$ cat config.mk
export PLATFORM = sky130hd
export DESIGN_NAME = fetch_sequencer_flat
export DESIGN_NICKNAME = d
export VERILOG_FILES = /design/src/rtl/fetch_sequencer_pkg.sv /design/src/rtl/fetch_sequencer_if.sv /design/src/rtl/fetch_timeout_counter.sv /design/src/rtl/fetch_sequencer.sv /design/src/flat_wrapper.sv
export SDC_FILE = /design/constraint.sdc
export NUM_CORES = 1
export LEC_CHECK = 0
export CAP_MARGIN = 20
export CORE_MARGIN = 8
export CORE_UTILIZATION = 37
export CTS_BUF_LIST = sky130_fd_sc_hd__clkbuf_16
export DETAILED_ROUTE_END_ITERATION = 7
export MAX_ROUTING_LAYER = met4
export PLACE_DENSITY_LB_ADDON = 0.05
export SKIP_CTS_REPAIR_TIMING = 1
export SKIP_LAST_GASP = 1
export SLEW_MARGIN = 10
export SYNTH_ARGS = -nofsm -noshare
export SYNTH_HDL_FRONTEND = slang
export SYNTH_HIERARCHICAL = 1
export SYNTH_SLANG_ARGS = --single-unit
$ cat constraint.sdc
create_clock -name clk -period 2 [get_ports clk]
set_input_delay 0.4 -clock clk [delete_from_list [all_inputs] [get_ports clk]]
set_output_delay 0.4 -clock clk [all_outputs]
set_load 0.05 [all_outputs]
$ cat src/rtl/fetch_sequencer_pkg.sv
// Shared CPU definitions for the fetch sequencer: FSM state encoding,
// default halt opcode and the halt-decode helper.
package fetch_sequencer_pkg;

    typedef enum logic [2:0] {
        ST_IDLE  = 3'd0,
        ST_REQ   = 3'd1,
        ST_ISSUE = 3'd2,
        ST_HALT  = 3'd3,
        ST_ERR   = 3'd4
    } fetch_state_t;

    localparam logic [5:0] HALT_OPCODE_DEF = 6'b111111;
    localparam logic [7:0] TIMEOUT_DEF     = 8'd64;

    // True when the instruction's major opcode field is the halt opcode.
    function automatic logic is_halt(input logic [31:0] word, input logic [5:0] opcode);
        return word[31:26] == opcode;
    endfunction

endpackage

$ cat src/rtl/fetch_sequencer_if.sv
// Instruction-memory request/acknowledge bus between the fetch sequencer
// (master) and the instruction memory (slave).
interface fetch_sequencer_if;
    logic        imem_req;
    logic [31:0] imem_addr;
    logic        imem_ack;
    logic [31:0] imem_rdata;

    modport master (output imem_req, output imem_addr, input imem_ack, input imem_rdata);
    modport slave  (input imem_req, input imem_addr, output imem_ack, output imem_rdata);
endinterface

$ cat src/rtl/fetch_timeout_counter.sv
// Counts consecutive cycles spent waiting for the instruction memory and
// flags the last permitted cycle of the wait.
module fetch_timeout_counter #(
    parameter logic [7:0] TIMEOUT = 8'd64
) (
    input  logic clk,
    input  logic reset,
    input  logic run,
    output logic tc
);
    logic [7:0] count;

    // Advance while waiting, snap back to zero whenever the wait ends.
    always_ff @(posedge clk or posedge reset) begin
        if (reset) begin
            count <= '0;
        end else if (run) begin
            count <= count + 8'd1;
        end else begin
            count <= '0;
        end
    end

    assign tc = (count == TIMEOUT - 8'd1);
endmodule

$ cat src/rtl/fetch_sequencer.sv
// Instruction fetch sequencer: requests a word from instruction memory,
// presents it to the datapath, gates one PC update per retired instruction,
// and stops on a halt opcode or a memory timeout.
module fetch_sequencer
    import fetch_sequencer_pkg::*;
#(
    parameter logic [5:0] HALT_OPCODE = HALT_OPCODE_DEF,
    parameter logic [7:0] TIMEOUT     = TIMEOUT_DEF
) (
    input  logic                clk,
    input  logic                reset,
    input  logic                start,
    input  logic [31:0]         pc,
    input  logic                stall_in,
    fetch_sequencer_if.master   imem,
    output logic                pc_hold,
    output logic [31:0]         instr,
    output logic                instr_valid,
    output logic [31:0]         instr_count,
    output logic                halted,
    output logic                timeout_err
);
    fetch_state_t state;
    logic [31:0]  instr_q;
    logic [31:0]  count_q;
    logic         in_req;
    logic         retire;
    logic         halt_op;
    logic         wait_tc;

    assign in_req  = (state == ST_REQ);
    assign retire  = (state == ST_ISSUE) && !stall_in;
    assign halt_op = is_halt(instr_q, HALT_OPCODE);

    fetch_timeout_counter #(.TIMEOUT(TIMEOUT)) u_wait (
        .clk   (clk),
        .reset (reset),
        .run   (in_req),
        .tc    (wait_tc)
    );

    // Fetch FSM plus the captured instruction and retire counter.
    always_ff @(posedge clk or posedge reset) begin
        if (reset) begin
            state   <= ST_IDLE;
            instr_q <= '0;
            count_q <= '0;
        end else begin
            case (state)
                ST_IDLE: begin
                    if (start) state <= ST_REQ;
                end
                ST_REQ: begin
                    // An ack wins over a coincident timeout.
                    if (imem.imem_ack) begin
                        instr_q <= imem.imem_rdata;
                        state   <= ST_ISSUE;
                    end else if (wait_tc) begin
                        state <= ST_ERR;
                    end
                end
                ST_ISSUE: begin
                    if (!stall_in) begin
                        count_q <= count_q + 32'd1;
                        state   <= halt_op ? ST_HALT : ST_REQ;
                    end
                end
                ST_HALT: state <= ST_HALT;
                ST_ERR:  state <= ST_ERR;
                default: state <= ST_IDLE;
            endcase
        end
    end

    assign imem.imem_req  = in_req;
    assign imem.imem_addr = in_req ? pc : 32'd0;

    // The PC may advance only on the edge that retires a non-halt
    // instruction, so the release is qualified by stall_in in the same
    // cycle; the next REQ then already sees the updated PC.
    assign pc_hold = !(retire && !halt_op);

    assign instr       = instr_q;
    assign instr_valid = (state == ST_ISSUE);
    assign instr_count = count_q;
    assign halted      = (state == ST_HALT);
    assign timeout_err = (state == ST_ERR);
endmodule

$ cat src/flat_wrapper.sv
// flat-port wrapper written by rule: the top's interface ports become plain ports
module fetch_sequencer_flat import fetch_sequencer_pkg::*;
#(
    parameter logic [5:0] HALT_OPCODE = HALT_OPCODE_DEF,
    parameter logic [7:0] TIMEOUT     = TIMEOUT_DEF
)
  (clk, reset, start, pc, stall_in, pc_hold, instr, instr_valid, instr_count, halted, timeout_err, imem_imem_req, imem_imem_addr, imem_imem_ack, imem_imem_rdata);
  fetch_sequencer_if imem_i ();
  input  logic clk;
  input  logic reset;
  input  logic start;
  input  logic [31:0] pc;
  input  logic stall_in;
  output logic pc_hold;
  output logic [31:0] instr;
  output logic instr_valid;
  output logic [31:0] instr_count;
  output logic halted;
  output logic timeout_err;
  output wire logic [$bits(imem_i.imem_req)-1:0] imem_imem_req;
  output wire logic [$bits(imem_i.imem_addr)-1:0] imem_imem_addr;
  input wire logic [$bits(imem_i.imem_ack)-1:0] imem_imem_ack;
  input wire logic [$bits(imem_i.imem_rdata)-1:0] imem_imem_rdata;
  assign imem_imem_req = imem_i.imem_req;
  assign imem_imem_addr = imem_i.imem_addr;
  assign imem_i.imem_ack = imem_imem_ack;
  assign imem_i.imem_rdata = imem_imem_rdata;
  fetch_sequencer #(.HALT_OPCODE(HALT_OPCODE), .TIMEOUT(TIMEOUT)) u_core (.clk(clk), .reset(reset), .start(start), .pc(pc), .stall_in(stall_in), .imem(imem_i), .pc_hold(pc_hold), .instr(instr), .instr_valid(instr_valid), .instr_count(instr_count), .halted(halted), .timeout_err(timeout_err));
endmodule
==> reports/summary.txt <==
CTS root buf: sky130_fd_sc_hd__clkbuf_16
clock period minus final worst setup slack: 2.08 ns
Async S/R FF share, synth: 1.00
htree depth: 3
Detail Placement HPWL: 7810 um
peak ir drop on the vdd network: 0.960 mV
combinational power share: 0.397
vias in the first global route: 3,235
leakage power figure: 2.73 nW
Switching Power: 2.45 mW
# port buffers: 169
failing checks: setup timing
YS warnings: 6
net count after synthesis: 370
cell family with most CP delay: buffers and inverters
synthesized netlist cell count: 299
Data arrival, critical path: 1.68 ns
most used cells in the layout excluding fill and tap cells: 103 x sky130_fd_sc_hd__clkdlybuf4s50_1, 73 x sky130_fd_sc_hd__dfrtp_1, 48 x sky130_fd_sc_hd__buf_4, 40 x sky130_fd_sc_hd__buf_12, 31 x sky130_fd_sc_hd__mux2_2
Internal Dissipation: 4.04 mW
count of pins on the block boundary: 170
Chip Height: 113 um
clock tree from TritonCTS: done
clock network power share: 0.279
Crit path buffers/inverters: 4
power density over cell area: 1050 nW/um^2
cell occurring most often along the worst timing path: sky130_fd_sc_hd__buf_12
final count of hold timing violations: 0
relative contribution of sequential cells to total power: 0.323
commonest non-fill, non-tap cell in the layout: sky130_fd_sc_hd__clkdlybuf4s50_1
Area after DPL: 5770 um^2
mean number of vias per cell: 4.91
total via count in the routed design: 2,973
number of placement rows: 35
Horiz. Die Dim: 113 um
Total Power Consumption: 6.48 mW
Syn Std Cell Area: 3460 um^2
post-synthesis sequential area ratio: 0.542
slew of the pin with the lowest slew margin: 0.526 ns
setup violators final: 32
outcome: finished with violations
largest net degree at the start of global routing: 44
maximum capacitance violations: 0
Critical Path Sink Type: primary output
relative area change from synthesis to final layout: 78.2%
fraction of final layout cells sized beyond drive strength 1: 0.318
final period utilization: 1.04
worst-path cell with the longest stage delay: sky130_fd_sc_hd__dfrtp_1
Diodes inserted: 0
starting density of the core: 0.378
Syn Area/Cell: 11.6 um^2
clock net sink count: 75
number of remaining DRC errors: 0
Hold WS: 0.425 ns
Startpoint Class: register
achievable frequency: 480 MHz
Final Max Slew Viols: 0
Total Wirelength: 10,100 um
ANT nets after route: 0
final standard cell area without fillers: 6170 um^2
worst-case clock buffer depth: 2
data required time of the critical path: 1.60 ns
TritonCTS Buffers: 9
CP Class: register to primary output
top_reg_cell synth: sky130_fd_sc_hd__dfrtp_1
Filler cells: 706
first-pass GRT wire length: 16,700 um
per-cell routed wire length: 16.7 um
Total GRT Usage: 0.169
Crit path largest cell delay: 0.34 ns
class of the most critical hold timing path: input pin to async pin
routability congestion estimate from global placement: 0.784
overflow left after global routing: 0
Die Footprint: 12,700 um^2
largest clock skew in the final design: 0.00952 ns
Unique masters post-synth: 34
iteration count of the initial detailed-routing pass: 4
cell breakdown of the critical path: buf_4 -> inv_1 -> nor3_4 -> buf_12 -> and2_1 -> buf_12
remaining max-slew budget at the tightest pin: 0.648
initial antenna violation count: 0
Max FO, Critical Path: 33
number of design-rule violations left by the first detailed-router iteration: 109
total number of nets in the final design: 562
number of storage elements in the synthesis netlist: 75
EDFF count, synth: 0
Final Worst Setup Slack: -0.0813 ns
clock transition at the registers of the reported paths: 0.06 ns
area of the core: 9150 um^2
RSZ-0062 raised after global routing: true
clock latency of the later-clocked register in the worst-skew pair: 0.33 ns
Sw Ratio: 0.377
## worst register-to-register path, stage by stage, from the launching register on
cell and delay, ns:
sky130_fd_sc_hd__dfrtp_1 0.37, sky130_fd_sc_hd__or4b_1 0.55, sky130_fd_sc_hd__buf_4 0.17, sky130_fd_sc_hd__nor4_4 0.23, sky130_fd_sc_hd__buf_4 0.16, sky130_fd_sc_hd__nand4_1 0.11
sky130_fd_sc_hd__xnor2_1 0.15
## kinds of logic (layout without fill, tap and decap cells)
kind of cell / Yosys count / in the layout / synth area share
and+or+nand+nor: 126 / 126 / 0.212
DFF: 75 / 75 / 0.542
xor gates and xnor gates: 34 / 34 / 0.0860
muxes: 32 / 32 / 0.104
buffers and inverters: 18 / 213 / 0.0260
AOI/OAI and AO/OA: 12 / 12 / 0.0221
adders and majority gates: 2 / 2 / 0.00723
## per-layer routing
metal	up-vias	share of wire	GRT usage
met2	72	0.54	0.292
met5	-	0	-
met3	9	0.055	0.0559
met4	0	0.0057	0.0378
li1	1424	-	-
met1	1468	0.40	0.186
## worst paths after layout
| path | from | endpoint | slack (ns) | cells after the start |
|---|---|---|---|---|
| min in group clk | u_core/instr_count[31] | u_core/instr_count[31] | 0.47 | 1 |
| worst min register to register | u_core/instr_count[31] | u_core/instr_count[31] | 0.47 | 1 |
| max in group asynchronous | reset | u_core/instr[28] | 1.20 | 3 |
| worst max register to register | u_core/state[0] | u_core/instr_count[26] | 0.13 | 6 |
| worst min-delay path | reset | u_core/u_wait/count[0] | 0.42 | 2 |
| worst max-delay path | u_core/state[0] | imem_imem_addr[11] | -0.08 | 6 |
## area by class of cell
cell class	count	area [um^2]	share of cell area
sequential	75	1880	0.305
inverter	5	22.5	0.00365
clock inverter	5	104	0.0168
tap	111	139	0.0225
clock buffer	9	225	0.0365
multi-input combinational	206	1570	0.254
timing repair buffer	194	2230	0.361
## power by group through the flow
stage	logic (mW)	clock network (mW)	registers [mW]
final	2.58	1.81	2.10
after floorplan	0.369	0	3.34
after CTS	2.61	1.85	2.11
after detailed placement	2.60	0	2.13
after global placement	2.58	0	2.11
after global routing	2.68	1.91	2.16
## sequential cells by signal, summed over array words and instances (netlist names)
name                 flops
u_core/instr            32
u_core/instr_count      32
u_core/state             3
u_core/u_wait/count      8
## per-stage QoR
stage | TNS (ns) | setup WS, ns | instances | util
finish | -1.88 | -0.0813 | 605 | 0.674
global route | -6.82 | -0.222 | 605 | 0.674
CTS | -5.96 | -0.212 | 603 | 0.667
detailed placement | -5.17 | -0.357 | 589 | 0.631
global placement | -4.58 | -0.332 | 589 | 0.631
floorplan | -0.471 | -0.0759 | 299 | -
## cells in the mapped netlist (3+ instances only)
master / count / area share
sky130_fd_sc_hd__mux2_2: 31 / 0.10
sky130_fd_sc_hd__nand4_1: 17 / 0.031
sky130_fd_sc_hd__and4_1: 3 / 0.0076
sky130_fd_sc_hd__nand2_1: 15 / 0.016
sky130_fd_sc_hd__nor2_1: 9 / 0.0098
sky130_fd_sc_hd__clkbuf_1: 5 / 0.0054
sky130_fd_sc_hd__or3_1: 4 / 0.0072
sky130_fd_sc_hd__dfrtp_1: 75 / 0.54
sky130_fd_sc_hd__xnor2_1: 25 / 0.063
sky130_fd_sc_hd__and3_1: 5 / 0.0090
sky130_fd_sc_hd__nand3_1: 17 / 0.025
sky130_fd_sc_hd__nor3_1: 6 / 0.0087
sky130_fd_sc_hd__and2_1: 37 / 0.067
sky130_fd_sc_hd__inv_1: 5 / 0.0054
sky130_fd_sc_hd__a21boi_1: 3 / 0.0065
sky130_fd_sc_hd__buf_2: 6 / 0.0087
sky130_fd_sc_hd__o21ai_0: 5 / 0.0072
sky130_fd_sc_hd__nor4_1: 4 / 0.0072
sky130_fd_sc_hd__xor2_1: 9 / 0.023
No activity file was read; power rests on OpenSTA's default activity.
